### src/rtl/vec_mod_sub_if.sv
// rtl/vec_mod_sub_if.sv - request/result bundle for vec_mod_sub (range_err present with VEC_MOD_SUB_RANGE_CHECK_EN)
interface vec_mod_sub_if #(
    parameter int BIT_WIDTH = 64,
    parameter int LANES     = 4
);
    logic                         start;
    logic                         mode;
    logic [BIT_WIDTH-1:0]         q;
    logic [LANES*BIT_WIDTH-1:0]   a;
    logic [LANES*BIT_WIDTH-1:0]   b;
    logic [LANES*BIT_WIDTH-1:0]   c;
    logic                         busy;
    logic                         done;
`ifdef VEC_MOD_SUB_RANGE_CHECK_EN
    logic                         range_err;

    modport master (output start, mode, q, a, b, input c, busy, done, range_err);
    modport slave  (input start, mode, q, a, b, output c, busy, done, range_err);
`else
    modport master (output start, mode, q, a, b, input c, busy, done);
    modport slave  (input start, mode, q, a, b, output c, busy, done);
`endif
endinterface

### src/rtl/vec_mod_sub.sv
// rtl/vec_mod_sub.sv - lane-serial vector modular add/subtract; optional range check via VEC_MOD_SUB_RANGE_CHECK_EN
module vec_mod_sub #(
    parameter int BIT_WIDTH = 64,
    parameter int LANES     = 4
) (
    input  logic         clk,
    input  logic         rst,
    vec_mod_sub_if.slave bus
);
    localparam int LW = (LANES > 1) ? $clog2(LANES) : 1;
    localparam int VW = LANES * BIT_WIDTH;

    typedef enum logic [1:0] {IDLE, BUSY, DONE} state_t;

    state_t               state_q, state_d;
    logic [LW-1:0]        lane_q, lane_d;
    logic [VW-1:0]        a_q, a_d, b_q, b_d;
    logic [VW-1:0]        res_q, res_d, c_q, c_d;
    logic [BIT_WIDTH-1:0] q_q, q_d;
    logic                 mode_q, mode_d;
    logic                 busy_q, busy_d;
    logic                 done_q, done_d;

    logic [BIT_WIDTH-1:0] op_a, op_b, lane_res;
    logic [BIT_WIDTH:0]   sum, diff;

`ifdef VEC_MOD_SUB_RANGE_CHECK_EN
    logic                 err_q, err_d;
    logic                 range_err_q, range_err_d;
    logic                 lane_err;
`endif

    // Shared datapath: one lane per cycle, selected by the lane counter
    always_comb begin
        op_a = a_q[lane_q*BIT_WIDTH +: BIT_WIDTH];
        op_b = b_q[lane_q*BIT_WIDTH +: BIT_WIDTH];
        sum  = {1'b0, op_a} + {1'b0, op_b};
        diff = {1'b0, op_a} - {1'b0, op_b};
        if (mode_q) begin
            lane_res = (sum >= {1'b0, q_q}) ? (sum[BIT_WIDTH-1:0] - q_q) : sum[BIT_WIDTH-1:0];
        end else begin
            lane_res = diff[BIT_WIDTH] ? (diff[BIT_WIDTH-1:0] + q_q) : diff[BIT_WIDTH-1:0];
        end
`ifdef VEC_MOD_SUB_RANGE_CHECK_EN
        lane_err = (op_a >= q_q) || (op_b >= q_q) || (q_q == '0);
`endif
    end

    // Control FSM: capture on accept, walk lanes, publish all lanes at once
    always_comb begin
        state_d = state_q;
        lane_d  = lane_q;
        a_d     = a_q;
        b_d     = b_q;
        q_d     = q_q;
        mode_d  = mode_q;
        res_d   = res_q;
        c_d     = c_q;
        busy_d  = busy_q;
        done_d  = 1'b0;
`ifdef VEC_MOD_SUB_RANGE_CHECK_EN
        err_d       = err_q;
        range_err_d = range_err_q;
`endif
        case (state_q)
            IDLE, DONE: begin
                if (bus.start) begin
                    state_d = BUSY;
                    lane_d  = '0;
                    a_d     = bus.a;
                    b_d     = bus.b;
                    q_d     = bus.q;
                    mode_d  = bus.mode;
                    busy_d  = 1'b1;
`ifdef VEC_MOD_SUB_RANGE_CHECK_EN
                    err_d   = 1'b0;
`endif
                end else begin
                    state_d = IDLE;
                end
            end
            BUSY: begin
                res_d[lane_q*BIT_WIDTH +: BIT_WIDTH] = lane_res;
`ifdef VEC_MOD_SUB_RANGE_CHECK_EN
                err_d = err_q | lane_err;
`endif
                if (lane_q == LW'(LANES - 1)) begin
                    state_d = DONE;
                    lane_d  = '0;
                    c_d     = res_d;
                    busy_d  = 1'b0;
                    done_d  = 1'b1;
`ifdef VEC_MOD_SUB_RANGE_CHECK_EN
                    range_err_d = err_q | lane_err;
`endif
                end else begin
                    lane_d = lane_q + 1'b1;
                end
            end
            default: begin
                state_d = IDLE;
                busy_d  = 1'b0;
            end
        endcase
    end

    // State and datapath registers; reset abandons any operation in flight
    always_ff @(posedge clk or negedge rst) begin
        if (!rst) begin
            state_q <= IDLE;
            lane_q  <= '0;
            a_q     <= '0;
            b_q     <= '0;
            q_q     <= '0;
            mode_q  <= 1'b0;
            res_q   <= '0;
            c_q     <= '0;
            busy_q  <= 1'b0;
            done_q  <= 1'b0;
`ifdef VEC_MOD_SUB_RANGE_CHECK_EN
            err_q       <= 1'b0;
            range_err_q <= 1'b0;
`endif
        end else begin
            state_q <= state_d;
            lane_q  <= lane_d;
            a_q     <= a_d;
            b_q     <= b_d;
            q_q     <= q_d;
            mode_q  <= mode_d;
            res_q   <= res_d;
            c_q     <= c_d;
            busy_q  <= busy_d;
            done_q  <= done_d;
`ifdef VEC_MOD_SUB_RANGE_CHECK_EN
            err_q       <= err_d;
            range_err_q <= range_err_d;
`endif
        end
    end

    assign bus.c    = c_q;
    assign bus.busy = busy_q;
    assign bus.done = done_q;
`ifdef VEC_MOD_SUB_RANGE_CHECK_EN
    assign bus.range_err = range_err_q;
`endif
endmodule
### src/flat_wrapper.sv
// flat-port wrapper written by rule: the top's interface ports become plain ports
module vec_mod_sub_flat 
#(
    parameter int BIT_WIDTH = 64,
    parameter int LANES     = 4
)
  (clk, rst, bus_start, bus_mode, bus_q, bus_a, bus_b, bus_c, bus_busy, bus_done);
  vec_mod_sub_if #(.BIT_WIDTH(BIT_WIDTH), .LANES(LANES)) bus_i ();
  input  logic clk;
  input  logic rst;
  input wire logic [$bits(bus_i.start)-1:0] bus_start;
  input wire logic [$bits(bus_i.mode)-1:0] bus_mode;
  input wire logic [$bits(bus_i.q)-1:0] bus_q;
  input wire logic [$bits(bus_i.a)-1:0] bus_a;
  input wire logic [$bits(bus_i.b)-1:0] bus_b;
  output wire logic [$bits(bus_i.c)-1:0] bus_c;
  output wire logic [$bits(bus_i.busy)-1:0] bus_busy;
  output wire logic [$bits(bus_i.done)-1:0] bus_done;
  assign bus_i.start = bus_start;
  assign bus_i.mode = bus_mode;
  assign bus_i.q = bus_q;
  assign bus_i.a = bus_a;
  assign bus_i.b = bus_b;
  assign bus_c = bus_i.c;
  assign bus_busy = bus_i.busy;
  assign bus_done = bus_i.done;
  vec_mod_sub #(.BIT_WIDTH(BIT_WIDTH), .LANES(LANES)) u_core (.clk(clk), .rst(rst), .bus(bus_i));
endmodule
### config.mk
export PLATFORM = sky130hd
export DESIGN_NAME = vec_mod_sub_flat
export DESIGN_NICKNAME = d
export VERILOG_FILES = /design/src/rtl/vec_mod_sub_if.sv /design/src/rtl/vec_mod_sub.sv /design/src/flat_wrapper.sv
export SDC_FILE = /design/constraint.sdc
export NUM_CORES = 2
export LEC_CHECK = 0
export BUFFER_PORTS_ARGS = -buffer_cell sky130_fd_sc_hd__buf_2
export CAP_MARGIN = 20
export CORE_ASPECT_RATIO = 0.6
export CORE_MARGIN = 5
export CORE_UTILIZATION = 59
export CTS_CLUSTER_SIZE = 24
export DETAILED_ROUTE_END_ITERATION = 10
export PLACE_DENSITY = 0.86
export SLEW_MARGIN = 5
export SYNTH_ARGS = -nofsm -noshare
export SYNTH_HDL_FRONTEND = slang
export SYNTH_SLANG_ARGS = --single-unit
### constraint.sdc
create_clock -name clk -period 8 [get_ports clk]
set_input_delay 0.8 -clock clk [delete_from_list [all_inputs] [get_ports clk]]
set_output_delay 0.8 -clock clk [all_outputs]
set_load 0.05 [all_outputs]
==> run metrics <==
status complete, no violations; Synth area leader dfrtp_1; cell area after synthesis 0.06238 sq mm; layout cells sized above 1 19.48%; fraction of the mapped netlist area in adder cells 5.364%; minimum clock period 7.939 ns; CP Launch Type flop; simple-gate share of the synthesized area 19.96%; Max transition margin 19.98%; via count 60,941; R2R cell count 25; first-pass GRT wire length 352,700 um; Achievable Freq 126.0 MHz; clk buf depth 3; Clock Skew 0.03320 ns; synthesis-to-finish area growth 17.04%; CP startpoint u_core.lane_q[0]; port bufs 837; worst slew pin tran 1.196 ns; CTS clk-pin slew, worst paths 0.07 ns; Initial DRC Count 8,621; CTS buffer count 99; reg-to-reg endpoint u_core.res_q[169]; final setup fails 0; Remaining DRCs 0; Routed WL per cell 25.03 um; post-synth cell types 93; Die X 429.8 um; Yosys top cell area share 43.93%; post-synthesis sequential area ratio 43.93%; final wirelength 236,000 um; Max-Cap Viols 0; GPL Wtd Cong 1.056; area post-placement 0.06902 sq mm; vias in the first global route 58,733; Hold Crit Class primary input to async pin; Die Y 261.9 um; Site Rows 92; synthesized net count 7,999; R2R setup slack 0.06 ns; total gr overflow 0; Worst Path Max Fanout 8; Nets 8,774; Final WS setup 0.06062 ns; Final Hold Fails 0; CP Capture Type flop; Detailed Place HPWL 170,500 um; Initial Util 59.42%; Initial DRT Pass Iterations 8; CTS root buf clkbuf_16; period utilization 99.24%; Worst path slowest cell or3_1; CORE AREA 0.1050 sq mm; post-route ant nets 0; Synth Area in Compound Gates 18.40%; final instance area 0.07301 sq mm; setup TNS 0 ns; clock sink count 1,095; Critical path buffers and inverters 3; CP Class flop to flop; Worst-Skew Late Latency 0.72 ns; Synth area leaders dfrtp_1 44%, nand2_1 12%, ha_1 5.2%, mux4_2 4.6%, o21ai_0 3.5%; pin count of the biggest net entering global routing 270; post-synthesis average cell area 8.719 sq um; FF+latch count, synth 1,095; vias per inst 6.464; crit-path max cell delay 0.57 ns; initial antenna violation count 16; cell mode on critical path o21ai_0; top_reg_cell synth dfrtp_1; Reg-to-Reg Start u_core.lane_q[0]; CTS tree done; Arrival @ worst endpoint 8.54 ns; IO Pins 838; post-layout utilization of the core 69.54%; multiplexer share of the synthesized area 4.904%; xor and xnor area share after synthesis 3.145%; ys async rst share 100.0%; worst slack at placement -0.1444 ns; H-tree levels 3; most common cell after layout, fill and taps aside nand2_1; Largest delay share family, worst path compound AO/OA/AOI/OAI gates; Post-synth EDFFs 0; GRT Overall Usage 40.47%; die area 0.1125 sq mm; Synth Warn # 0; Worst Path Required 8.60 ns; final max-slew violation count 0; largest family of logic cells by synthesized area simple AND/OR/NAND/NOR gates; commonest non-fill, non-tap cells in the layout 2,041 x nand2_1, 1,092 x dfrtp_1, 836 x buf_2, 456 x nor2_1, 436 x o21ai_0; Post-Syn Instances 7,154
==> worst register-to-register path, stage by stage (launching register included) <==
cell and delay [ns]:
dfrtp_4 0.56, buf_4 0.17, mux4_2 0.51, inv_1 0.08, ha_1 0.17, inv_1 0.06, fa_1 0.42, a211oi_2 0.30
o21ai_1 0.22, a2111oi_4 0.50, a21o_1 0.25, o221ai_1 0.15, xnor2_1 0.20, ha_1 0.46, nand4_1 0.33, or3_1 0.57
a211o_1 0.27, a21oi_1 0.45, nor2_1 0.19, o21ai_0 0.44, a21boi_0 0.35, o21ai_0 0.32, xnor2_1 0.19, o21ai_0 0.16
o21a_1 0.27, a22o_1 0.22
==> cell usage after synthesis, types with 68 or more instances <==
master / n
a221oi_1: 110
a22o_1: 156
xor2_1: 69
nand3_1: 68
nor2_1: 463
mux4_2: 128
xnor2_1: 155
a21oi_1: 408
o21ai_0: 441
dfrtp_1: 1095
a21o_1: 96
ha_1: 261
clkbuf_1: 368
and3_1: 123
nand2_1: 2048
inv_1: 241
==> repair_timing <==
action,in CTS,in global routing
resized for setup,8,68
setup endpoints to repair,110,508
hold buffers,0,0
pin swaps,0,7
buffers inserted,0,4
==> stage by stage <==
step | instances | hold WS, ns
6_report | 9428 | 0.05922
5_1_grt | 9425 | 0.1211
4_1_cts | 9400 | 0.1316
3_5_place_dp | 9226 | 0.4567
3_3_place_gp | 9222 | 0.4515
2_1_floorplan | 7154 | 0.4403
==> state kept, by name, indices dropped and copies added (netlist names) <==
register	flops
u_core.bus.done	1
u_core.res_q	256
u_core.b_q	256
u_core.state_q	2
u_core.bus.busy	1
u_core.mode_q	1
u_core.bus.c	256
u_core.a_q	256
u_core.lane_q	2
u_core.q_q	64
==> metal layers <==
| metal | up-vias | part of all wire, % | global-route usage, % |
|---|---|---|---|
| li1 | 26324 | - | - |
| met4 | 0 | 5.6 | 19.02 |
| met5 | - | 0 | 0 |
| met1 | 29655 | 39 | 55.93 |
| met2 | 4176 | 44 | 60.17 |
| met3 | 786 | 12 | 10.81 |
==> how the worst max path moves through the flow <==
stage	end	depth (start not counted)	slack [ns]
floorplan	u_core.bus.c[12]	29	0.70
global placement	u_core.bus.c[91]	30	-0.02
detailed placement	u_core.bus.c[84]	29	-0.14
CTS	u_core.res_q[103]	27	0.02
global route	u_core.bus.c[10]	29	-0.09
finish	u_core.res_q[169]	25	0.06
==> area by class of cell <==
type	instances	area, sq um
Multi-Input combinational cell	5360	32680
Fill cell	8096	31970
Sequential cell	1095	27410
Timing Repair Buffer	1124	6793
Clock buffer	129	2783
Tap cell	1410	1764
Inverter	249	943.4
Clock inverter	45	586.8
Antenna cell	16	40.04
==> kinds of logic after synthesis <==
kind of cell | Yosys count
flops | 1095
compound gates | 1723
xor+xnor | 224
fa+ha+maj | 265
simple gates | 3003
buf+inv | 699
mux | 145
Power is not shown: default switching activity piles up to over one toggle a cycle in this logic, so the estimate is an artifact.
